**config.mk**
```make
export PLATFORM = sky130hd
export DESIGN_NAME = vga_stream_ctrl
export DESIGN_NICKNAME = d
export VERILOG_FILES = /design/src/rtl/vga_ctrl_pkg.sv /design/src/rtl/vga_stream_ctrl_sync2.sv /design/src/rtl/vga_stream_ctrl.sv
export SDC_FILE = /design/constraint.sdc
export NUM_CORES = 1
export LEC_CHECK = 0
export CAP_MARGIN = 20
export CORE_MARGIN = 2
export CORE_UTILIZATION = 30
export CTS_CLUSTER_SIZE = 20
export DETAILED_ROUTE_END_ITERATION = 12
export SYNTH_ARGS = -nofsm -noshare
export SYNTH_HDL_FRONTEND = slang
export SYNTH_SLANG_ARGS = --single-unit
```
**constraint.sdc**
```tcl
create_clock -name clk -period 3.58 [get_ports clk]
set_clock_uncertainty 0.05 [all_clocks]
set_input_delay 1.074 -clock clk [delete_from_list [all_inputs] [get_ports clk]]
set_output_delay 1.074 -clock clk [all_outputs]
set_load 0.05 [all_outputs]
```
**src/rtl/vga_ctrl_pkg.sv**
```systemverilog
// Shared definitions for the VGA DDR stream controller: state encoding and pattern type.
package vga_ctrl_pkg;

  typedef enum logic [1:0] {
    ST_IDLE    = 2'd0,
    ST_PREFILL = 2'd1,
    ST_RUN     = 2'd2,
    ST_RECOVER = 2'd3
  } state_t;

  typedef logic [1:0] pattern_t;

  localparam int unsigned FIFO_LVL_W = 4;

  // Pattern selection wraps 3 -> 0.
  function automatic pattern_t pattern_next(input pattern_t p);
    return p + 2'd1;
  endfunction

endpackage

```
**src/rtl/vga_stream_ctrl_sync2.sv**
```systemverilog
// Generic two-flop synchronizer with asynchronous active-low reset (resets to 0).
module sync2 (
  input  logic i_clk,
  input  logic i_rst_n,
  input  logic i_d,
  output logic o_q
);

  logic r_meta;
  logic r_sync;

  always_ff @(posedge i_clk or negedge i_rst_n) begin
    if (!i_rst_n) begin
      r_meta <= 1'b0;
      r_sync <= 1'b0;
    end else begin
      r_meta <= i_d;
      r_sync <= r_meta;
    end
  end

  assign o_q = r_sync;

endmodule

```
**src/rtl/vga_stream_ctrl.sv**
```systemverilog
// Brings up the pattern-gen -> FIFO -> vga_tx_ddr path after PLL lock, pre-fills, recovers from
// underflow, and applies pattern/mono on frame boundaries. Optional: VGA_STREAM_CTRL_UNDERFLOW_CNT_EN.
module vga_stream_ctrl
  import vga_ctrl_pkg::*;
#(
  parameter int unsigned LOCK_WAIT   = 1024,
  parameter int unsigned GEN_RST_CYC = 4,
  parameter int unsigned PREFILL_LVL = 8
) (
  input  logic                  clk,
  input  logic                  rst_n,
  input  logic                  pll_locked,
  input  logic                  btn_next,
  input  logic                  mono_req,
  input  logic [FIFO_LVL_W-1:0] fifo_status,
  input  logic                  frame_start,
  output logic                  gen_rst,
  output logic                  tx_en,
  output logic [1:0]            pattern,
  output logic                  mono,
  output logic [1:0]            state,
  output logic [7:0]            underflow_cnt
);

  localparam int unsigned LCW = $clog2(LOCK_WAIT + 1);
  localparam int unsigned GCW = $clog2(GEN_RST_CYC + 1);
  localparam logic [LCW-1:0] LOCK_LAST = LCW'(LOCK_WAIT - 1);
  localparam logic [LCW-1:0] LOCK_FULL = LCW'(LOCK_WAIT);
  localparam logic [GCW-1:0] GRST_LAST = GCW'(GEN_RST_CYC - 1);
  localparam logic [FIFO_LVL_W-1:0] FILL_LVL = FIFO_LVL_W'(PREFILL_LVL);

  logic           w_lk;
  logic           w_btn_fall;
  logic           w_uf_evt;

  state_t         r_state;
  logic           r_gen_rst;
  logic           r_tx_en;
  logic [LCW-1:0] r_lock_cnt;
  logic [GCW-1:0] r_grst_cnt;
  logic           r_btn_d;
  pattern_t       r_pend_pattern;
  pattern_t       r_pattern;
  logic           r_mono;

  sync2 u_lock_sync (
    .i_clk   (clk),
    .i_rst_n (rst_n),
    .i_d     (pll_locked),
    .o_q     (w_lk)
  );

  assign w_btn_fall = r_btn_d & ~btn_next;
  assign w_uf_evt   = w_lk && (r_state == ST_RUN) && (fifo_status == '0);

  // Lock counter reaches LOCK_WAIT on the same edge the FSM enters PREFILL, then parks there
  // until lock is lost, so the IDLE exit lands exactly LOCK_WAIT cycles after lk rises.
  always_ff @(posedge clk or negedge rst_n) begin
    if (!rst_n) begin
      r_state    <= ST_IDLE;
      r_gen_rst  <= 1'b1;
      r_tx_en    <= 1'b0;
      r_lock_cnt <= '0;
      r_grst_cnt <= '0;
    end else if (!w_lk) begin
      r_state    <= ST_IDLE;
      r_gen_rst  <= 1'b1;
      r_tx_en    <= 1'b0;
      r_lock_cnt <= '0;
      r_grst_cnt <= '0;
    end else begin
      case (r_state)
        ST_IDLE: begin
          r_gen_rst <= 1'b1;
          r_tx_en   <= 1'b0;
          if (r_lock_cnt == LOCK_LAST) begin
            r_lock_cnt <= LOCK_FULL;
            r_grst_cnt <= '0;
            r_state    <= ST_PREFILL;
          end else begin
            r_lock_cnt <= r_lock_cnt + 1'b1;
          end
        end
        ST_PREFILL: begin
          r_tx_en <= 1'b0;
          if (r_gen_rst) begin
            if (r_grst_cnt == GRST_LAST) begin
              r_gen_rst <= 1'b0;
            end else begin
              r_grst_cnt <= r_grst_cnt + 1'b1;
            end
          end else if (fifo_status >= FILL_LVL) begin
            r_state <= ST_RUN;
            r_tx_en <= 1'b1;
          end
        end
        ST_RUN: begin
          r_gen_rst <= 1'b0;
          r_tx_en   <= 1'b1;
          if (fifo_status == '0) begin
            r_state   <= ST_RECOVER;
            r_tx_en   <= 1'b0;
            r_gen_rst <= 1'b1;
          end
        end
        default: begin
          r_tx_en    <= 1'b0;
          r_gen_rst  <= 1'b1;
          r_grst_cnt <= '0;
          r_state    <= ST_PREFILL;
        end
      endcase
    end
  end

  // Outside RUN the selections track the request every cycle; in RUN only at frame_start,
  // so a press coincident with frame_start is applied at the following frame.
  always_ff @(posedge clk or negedge rst_n) begin
    if (!rst_n) begin
      r_btn_d        <= 1'b0;
      r_pend_pattern <= '0;
      r_pattern      <= '0;
      r_mono         <= 1'b0;
    end else begin
      r_btn_d <= btn_next;
      if (w_btn_fall) begin
        r_pend_pattern <= pattern_next(r_pend_pattern);
      end
      if ((r_state != ST_RUN) || frame_start) begin
        r_pattern <= r_pend_pattern;
        r_mono    <= mono_req;
      end
    end
  end

`ifdef VGA_STREAM_CTRL_UNDERFLOW_CNT_EN
  logic [7:0] r_uf_cnt;

  always_ff @(posedge clk or negedge rst_n) begin
    if (!rst_n) begin
      r_uf_cnt <= '0;
    end else if (w_uf_evt && (r_uf_cnt != 8'hFF)) begin
      r_uf_cnt <= r_uf_cnt + 8'd1;
    end
  end

  assign underflow_cnt = r_uf_cnt;
`else
  logic w_uf_unused;
  assign w_uf_unused   = w_uf_evt;
  assign underflow_cnt = '0;
`endif

  assign gen_rst = r_gen_rst;
  assign tx_en   = r_tx_en;
  assign pattern = r_pattern;
  assign mono    = r_mono;
  assign state   = r_state;

endmodule
```
==> results of run 1 <==
[synth_stat cells, types with 2 or more instances]
library cell / n / area, µm²
clkbuf_1: 2 / 7.510
buf_4: 8 / 60.06
mux2_2: 3 / 33.78
nor3_1: 2 / 10.01
nand2_1: 15 / 56.30
or3_1: 2 / 12.51
mux2i_1: 5 / 50.05
xnor2_1: 6 / 52.55
dfrtp_1: 25 / 625.6
nand2b_1: 3 / 18.77
a21boi_0: 4 / 30.03
inv_1: 6 / 22.52
ha_1: 6 / 75.07
nand3b_1: 3 / 22.52
nand4_1: 2 / 12.51
a21oi_1: 3 / 15.01
o21ai_0: 4 / 20.02
and2_1: 5 / 31.28
nor2_1: 2 / 7.510
[routing by layer]
metal  vias to the layer above  routed length [µm]  global-route usage (%)
met5                         -                   0                       0
li1                        476                   -                       -
met3                         2                 104                   2.072
met4                         0                  14                   3.704
met2                        25                1267                   17.68
met1                       482                1165                   13.79
[final cells by class]
type / instances / area, µm²
inverter: 6 / 22.52
timing repair buffer: 17 / 167.7
clock buffer: 3 / 41.29
fill: 469 / 2950
clock inverter: 1 / 30.03
sequential: 26 / 651.9
tap: 54 / 67.56
multi-input combinational: 96 / 698.2
[sequential cells by signal (all words and copies together) (netlist names), 2 cells and up]
signal,flops
r_grst_cnt,3
state,2
r_lock_cnt,11
pattern,2
r_pend_pattern,2
[per-stage QoR]
step	setup WS (ns)	util [%]	total power [µW]
after global placement	0.7805	34.73	485.6
after global routing	0.7860	36.27	759.8
final	0.8325	36.27	725.6
after detailed placement	0.7341	34.73	491.0
after CTS	0.8228	36.27	734.0
after floorplan	1.232	-	444.9
[cells by family (layout without fill, tap and decap cells)]
group / Yosys count / after routing / synth area share, %
xor gates and xnor gates: 6 / 6 / 3.704
DFF: 26 / 26 / 45.94
and+or+nand+nor: 47 / 47 / 20.28
buffers and inverters: 17 / 27 / 6.702
other: 1 / 8 / 0.2643
muxes: 8 / 8 / 5.908
AOI/OAI and AO/OA: 21 / 21 / 11.91
adders and majority gates: 6 / 6 / 5.291
[power groups by stage]
stage	clock network (µW)	logic, µW	registers (µW)
floorplan	0	58.1	387
global placement	0	136	349
detailed placement	0	141	351
CTS	248	140	346
global route	261	149	350
finish	241	138	346
[path summary, 6_finish.rpt]
check                              startpoint              end  cells past startpoint
setup / recovery                      gen_rst          gen_rst                      1
hold / removal             u_lock_sync.r_meta  u_lock_sync.o_q                      0
setup reg to reg                     state[0]   r_lock_cnt[10]                      6
hold reg to reg            u_lock_sync.r_meta  u_lock_sync.o_q                      0
max in group asynchronous               rst_n          gen_rst                      2
min in group asynchronous               rst_n    r_lock_cnt[1]                      2
==> results.toml, run 1 <==
[power]
vdd_drop_max_mv = 0.2842
internal_power_uw = 523.8
p_clk_share_pct = 33.3
power.leakage_uw = 0.0007096
seqPwrFrac_pct = 47.7
swShare_pct = 27.81
power.switching_uw = 201.8
combPwrFrac_pct = 19.1
p_per_area_nw_per_um2 = 432.1

[timing]
tightest_slew_ns = 0.6717
holdWs_ns = 0.3139
slew_viol_final = 0
finalHoldViolations = 0
min_period_over_period_pct = 76.75
max_slew_margin_pct = 55.22
grt_setup_unrepaired = "no"
max_clock_freq_mhz = 364.0
setup_violations = 0
finalCriticalPeriod_ns = 2.747
setup_tns_ns = 0

[grt]
grt.total_usage_pct = 10.63
antenna_found_initial = 0
grt_pass1_vias = 1003
grt-ovfl-total = 0
grt_first_pass_wirelength_um = 4478
grt_max_degree = 27

[place]
place.detailed.hpwl_um = 1858
placed_area_um2 = 1608
portBuffers = 16
globalplace.congestion = 0.7608
dp_cells = 199

[worst_setup_path]
cp.arrival_ns = 1.62
slowest_delay_ns = 0.81
crit_family = "buffers and inverters"
crit_path_start_kind = "register"
crit_fanout = 3
r2r_setup_slack_ns = 1.47
required_ns = 2.46
cp-end-kind = "output pin"
crit_type = "reg2out"
crit_chain = "clkdlybuf4s50_1"
slowest_stage = "clkdlybuf4s50_1"
cp_num_buf_inv = 1

[final_layout]
layout_common_cells = "dfrtp_1, clkdlybuf4s50_1, nand2_1"
drive_gt1_share_pct = 12.75
final_area_um2 = 1679
diodes = 0
fin_cells = 203
area_delta_synth_final_pct = 18.34
layout_commonest_cell = "dfrtp_1"
fin_nets = 166

[floorplan]
num_io_pins = 25
die_area_um2 = 5295
initial_utilization_pct = 30.65
die_h_um = 72.77
dieWidth_um = 72.77
num_rows = 25
core-area_um2 = 4629

[clocking]
cts.sinks = 26
post_cts_buffers = 0
cts_made_buffers = 3
ctsResizeCount = 0
ctsHoldBuffers = 0
h-tree-depth = 1
cts_root_buffer = "clkbuf_8"
cts.clk_slew.worst_paths_ns = 0.09
worstSkewPairLatency_ns = 0.27
cts_tree = "done"
clock_path_buffers = 2

[flow_run]
maxCapViolCount = 0

[synthesis]
synthFlopType = "dfrtp_1"
ys_seq_area_share_pct = 45.94
synth-seq-cells = 26
syn_area_um2 = 1419
synth_enable_flop_cells = 0
avgSynthCellArea_um2 = 10.75
synth.distinct_cells = 45
async_flop_share_pct = 100.0
yosysWarnings = 0
syn_inst = 132

[drt]
wl_um = 2552
drt_iter0_markers = 48
drc = 0
drt_pass1_iterations = 4
vias_per_cell = 4.852
dr_total_vias = 985
ant_nets = 0
wl_per_cell_um = 12.57

[worst_hold_path]
hold_path_class = "reg2reg"

[run_status]
outcome = "complete, no violations"
Note: power is estimated with default switching activity, not from simulation.
==> run 2, diff against run 1 <==
clock period = 2.8 ns   (was 3.58 ns; I/O delays follow)
==> results.toml, run 2 (synthesized netlist as in run 1, its figures left out) <==
[worst_setup_path]
crit_type = "reg2out"
cp.arrival_ns = 1.63
crit_chain = "clkdlybuf4s50_1"
cp-end-kind = "output pin"
crit_path_start_kind = "register"
rr_worst_depth = 6
crit_fanout = 3
r2r_start = "state[0]"
slowest_delay_ns = 0.80
required_ns = 1.91
crit_family = "buffers and inverters"
r2r_setup_slack_ns = 0.72
cp_num_buf_inv = 1
r2r_end = "r_lock_cnt[10]"
slowest_stage = "clkdlybuf4s50_1"

[clocking]
cts.sinks = 26
cts_made_buffers = 3
cts_tree = "done"
ctsHoldBuffers = 0
h-tree-depth = 1
post_cts_buffers = 0
worstSkewPairLatency_ns = 0.26
clock_path_buffers = 2
cts_root_buffer = "clkbuf_8"
cts.clk_slew.worst_paths_ns = 0.09
ctsResizeCount = 0

[timing]
setup_tns_ns = 0
setup_slack_ns = 0.2771
setup_violations = 0
min_period_over_period_pct = 90.10
max_clock_freq_mhz = 396.4
tightest_slew_ns = 0.6337
slew_viol_final = 0
finalCriticalPeriod_ns = 2.523
finalHoldViolations = 0
max_slew_margin_pct = 57.76
grt_setup_unrepaired = "no"

[drt]
wl_per_cell_um = 12.38
wl_um = 2513
vias_per_cell = 4.946
ant_nets = 0
drt_pass1_iterations = 4
drt_iter0_markers = 36
dr_total_vias = 1004
drc = 0

[final_layout]
fin_util_pct = 36.27
area_delta_synth_final_pct = 18.34
drive_gt1_share_pct = 12.75
top_register = "r_lock_cnt"
largestRegisters = "r_lock_cnt (11), r_grst_cnt (3)"
fin_cells = 203
fin_nets = 166
layout_common_cells = "dfrtp_1, clkdlybuf4s50_1, nand2_1"
layout_commonest_cell = "dfrtp_1"
largest_reg_flops = 11
diodes = 0

[floorplan]
core-area_um2 = 4629
initial_utilization_pct = 30.65
num_io_pins = 25
num_rows = 25
dieWidth_um = 72.77
die_area_um2 = 5295
die_h_um = 72.77

[place]
globalplace.congestion = 0.7608
pre_cts_ws_ns = 0.1909
dp_cells = 199
place.detailed.hpwl_um = 1861
portBuffers = 16

[grt]
grt_max_degree = 27
grt.total_usage_pct = 10.38
grt-ovfl-total = 0
grt_util_met3_pct = 2.072
top_usage_layer = "met2"
grt_pass1_vias = 1029
antenna_found_initial = 0
grt_first_pass_wirelength_um = 4374
gr-usage-met2_pct = 17.47
grt.met1_usage_pct = 13.03

[power]
p_per_area_nw_per_um2 = 550.2
power.leakage_uw = 0.0007096
total_power_uw = 923.8
vdd_drop_max_mv = 0.3447

[worst_hold_path]
min-delay-start = "u_lock_sync.r_meta"
hold_path_class = "reg2reg"
min_delay_worst_endpoint = "u_lock_sync.o_q"
whs_path_depth = 0

[run_status]
outcome = "complete, no violations"

[flow_run]
maxCapViolCount = 0
==> run 2: how the worst max path moves through the flow <==
| stage | endpoint | slack (ns) | startpoint | cells past startpoint |
|---|---|---|---|---|
| floorplan | state[0] | 0.69 | fifo_status[1] | 3 |
| global placement | state[0] | 0.23 | fifo_status[1] | 4 |
| detailed placement | state[0] | 0.19 | fifo_status[1] | 4 |
| CTS | gen_rst | 0.28 | gen_rst | 1 |
| global route | gen_rst | 0.25 | gen_rst | 1 |
| finish | gen_rst | 0.28 | gen_rst | 1 |
==> run 2: final cells by class <==
class                   instances  area (µm²)
fillers                       468        2950
multi-input cells              96       698.2
flip-flops and latches         26       651.9
repair buffers                 17       167.7
well taps                      54       67.56
clock buffers                   3       41.29
clock inverters                 1       30.03
inverters                       6       22.52
==> run 2: through the flow <==
stage          cell area (µm²)  hold WS, ns
3_5_place_dp              1608       0.2934
6_report                  1679       0.3109
5_1_grt                   1679       0.3262
3_3_place_gp              1608       0.2824
4_1_cts                   1679       0.3155
2_1_floorplan             1445       0.2812
==> run 2: where the power goes <==
part / switching (µW) / total [µW] / internal (µW)
Combinational: 110 / 177 / 67.3
Clock: 114 / 305 / 191
Sequential: 30.1 / 441 / 411
Total: 254 / 924 / 670
==> run 2: layer usage <==
| layer | share of wire (%) | vias up |
|---|---|---|
| li1 | - | 480 |
| met5 | 0 | - |
| met3 | 3.9 | 4 |
| met4 | 1.2 | 0 |
| met1 | 47 | 495 |
| met2 | 48 | 25 |
==> run 3, diff against run 2 <==
GPL_TIMING_DRIVEN = 0   (was not set)
==> results.toml, run 3 (synthesized netlist as in run 1, its figures left out) <==
[worst_hold_path]
hold_path_class = "reg2reg"

[final_layout]
largestRegisters = "r_lock_cnt (11), r_grst_cnt (3)"
area_delta_synth_final_pct = 23.99
diodes = 0
fillers = 467
multi_input_area_um2 = 698.2
final_area_um2 = 1759
seqCellArea_um2 = 651.9
fin_nets = 177
layout_commonest_cell = "dfrtp_1"
layout_common_cells = "dfrtp_1, clkdlybuf4s50_1, nand2_1"
top_register = "r_lock_cnt"
drive_gt1_share_pct = 17.50
largest_reg_flops = 11

[power]
internal_power_uw = 679.4
total_power_uw = 948.1
swShare_pct = 28.34
combPwrFrac_pct = 20.0
p_per_area_nw_per_um2 = 538.9
vdd_drop_max_mv = 0.3692
p_clk_share_pct = 33.4
power.leakage_uw = 0.0007605
power.switching_uw = 268.7
seqPwrFrac_pct = 46.6

[timing]
slew_viol_final = 0
tightest_slew_ns = 0.6509
setup_violations = 0
finalCriticalPeriod_ns = 2.514
max_clock_freq_mhz = 397.7
setup_slack_ns = 0.2858
finalHoldViolations = 0
max_slew_margin_pct = 56.47
grt_setup_unrepaired = "no"
setup_tns_ns = 0
min_period_over_period_pct = 89.79

[drt]
drt_pass1_iterations = 4
wl_per_cell_um = 12.88
drt_iter0_markers = 49
dr_total_vias = 1044
drc = 0
ant_nets = 0
vias_per_cell = 4.879
wl_um = 2757

[worst_setup_path]
cp_num_buf_inv = 1
cp.arrival_ns = 1.62
r2r_setup_slack_ns = 0.78
crit_path_start_kind = "register"
crit_fanout = 3
slowest_delay_ns = 0.80
crit_family = "buffers and inverters"
required_ns = 1.91
cp-end-kind = "output pin"
crit_chain = "clkdlybuf4s50_1"
crit_type = "reg2out"
slowest_stage = "clkdlybuf4s50_1"

[floorplan]
initial_utilization_pct = 30.65
num_rows = 25
dieWidth_um = 72.77
die_area_um2 = 5295
die_h_um = 72.77
core-area_um2 = 4629
num_io_pins = 25

[clocking]
cts.sinks = 26
ctsResizeCount = 0
cts.clk_slew.worst_paths_ns = 0.09
cts_tree = "done"
h-tree-depth = 1
post_cts_buffers = 0
cts_made_buffers = 3
ctsHoldBuffers = 0
clock_path_buffers = 2
worstSkewPairLatency_ns = 0.28
cts_root_buffer = "clkbuf_8"

[run_status]
outcome = "complete, no violations"

[grt]
grt-ovfl-total = 0
grt_max_degree = 16
grt_pass1_vias = 1057
grt_first_pass_wirelength_um = 4788
antenna_found_initial = 0
grt.total_usage_pct = 11.45

[place]
pre_cts_ws_ns = 0.1953
globalplace.congestion = 0.7965
placed_area_um2 = 1688
place.detailed.hpwl_um = 2144
portBuffers = 16

[flow_run]
maxCapViolCount = 0
-- run 3: cell count changes in the layout (fill, tap and decap cells not counted), sizes merged --
cell / change
buf: +9
clkbuf: +2
-- run 3: through the flow --
stage / util [%] / hold WS (ns) / cells
2_1_floorplan: - / 0.2812 / 139
3_3_place_gp: 36.14 / 0.2863 / 209
3_5_place_dp: 36.46 / 0.3082 / 210
4_1_cts: 38.00 / 0.3308 / 214
5_1_grt: 38.00 / 0.3459 / 214
6_report: 38.00 / 0.3231 / 214
-- run 3: path summary, 6_finish.rpt --
check | startpoint | end | depth (start not counted)
setup / recovery | gen_rst | gen_rst | 1
hold / removal | u_lock_sync.r_meta | u_lock_sync.o_q | 0
min in group asynchronous | rst_n | r_lock_cnt[3] | 1
hold reg to reg | u_lock_sync.r_meta | u_lock_sync.o_q | 0
setup reg to reg | r_lock_cnt[0] | state[0] | 5
max in group asynchronous | rst_n | gen_rst | 2
-- run 3: final cells by class --
class,instances,area share (%)
Inverter,6,1.280
Clock buffer,3,2.347
Buffer,11,4.125
Timing Repair Buffer,17,9.957
Sequential cell,26,37.06
Tap cell,54,3.841
Multi-Input combinational cell,96,39.69
Clock inverter,1,1.707
-- run 3: routing by layer --
metal	global-route usage, %	vias up	wire length, µm
met4	4.938	0	52
li1	-	498	-
met2	20.00	38	1325
met3	2.072	7	144
met1	13.72	501	1236
met5	0	-	0
-- run 3: power groups by stage --
stage	clock (µW)	combinational, µW	sequential, µW
finish	316	190	442
detailed placement	0	192	446
global route	339	201	443
global placement	0	187	443
floorplan	0	74.2	495
CTS	325	192	441
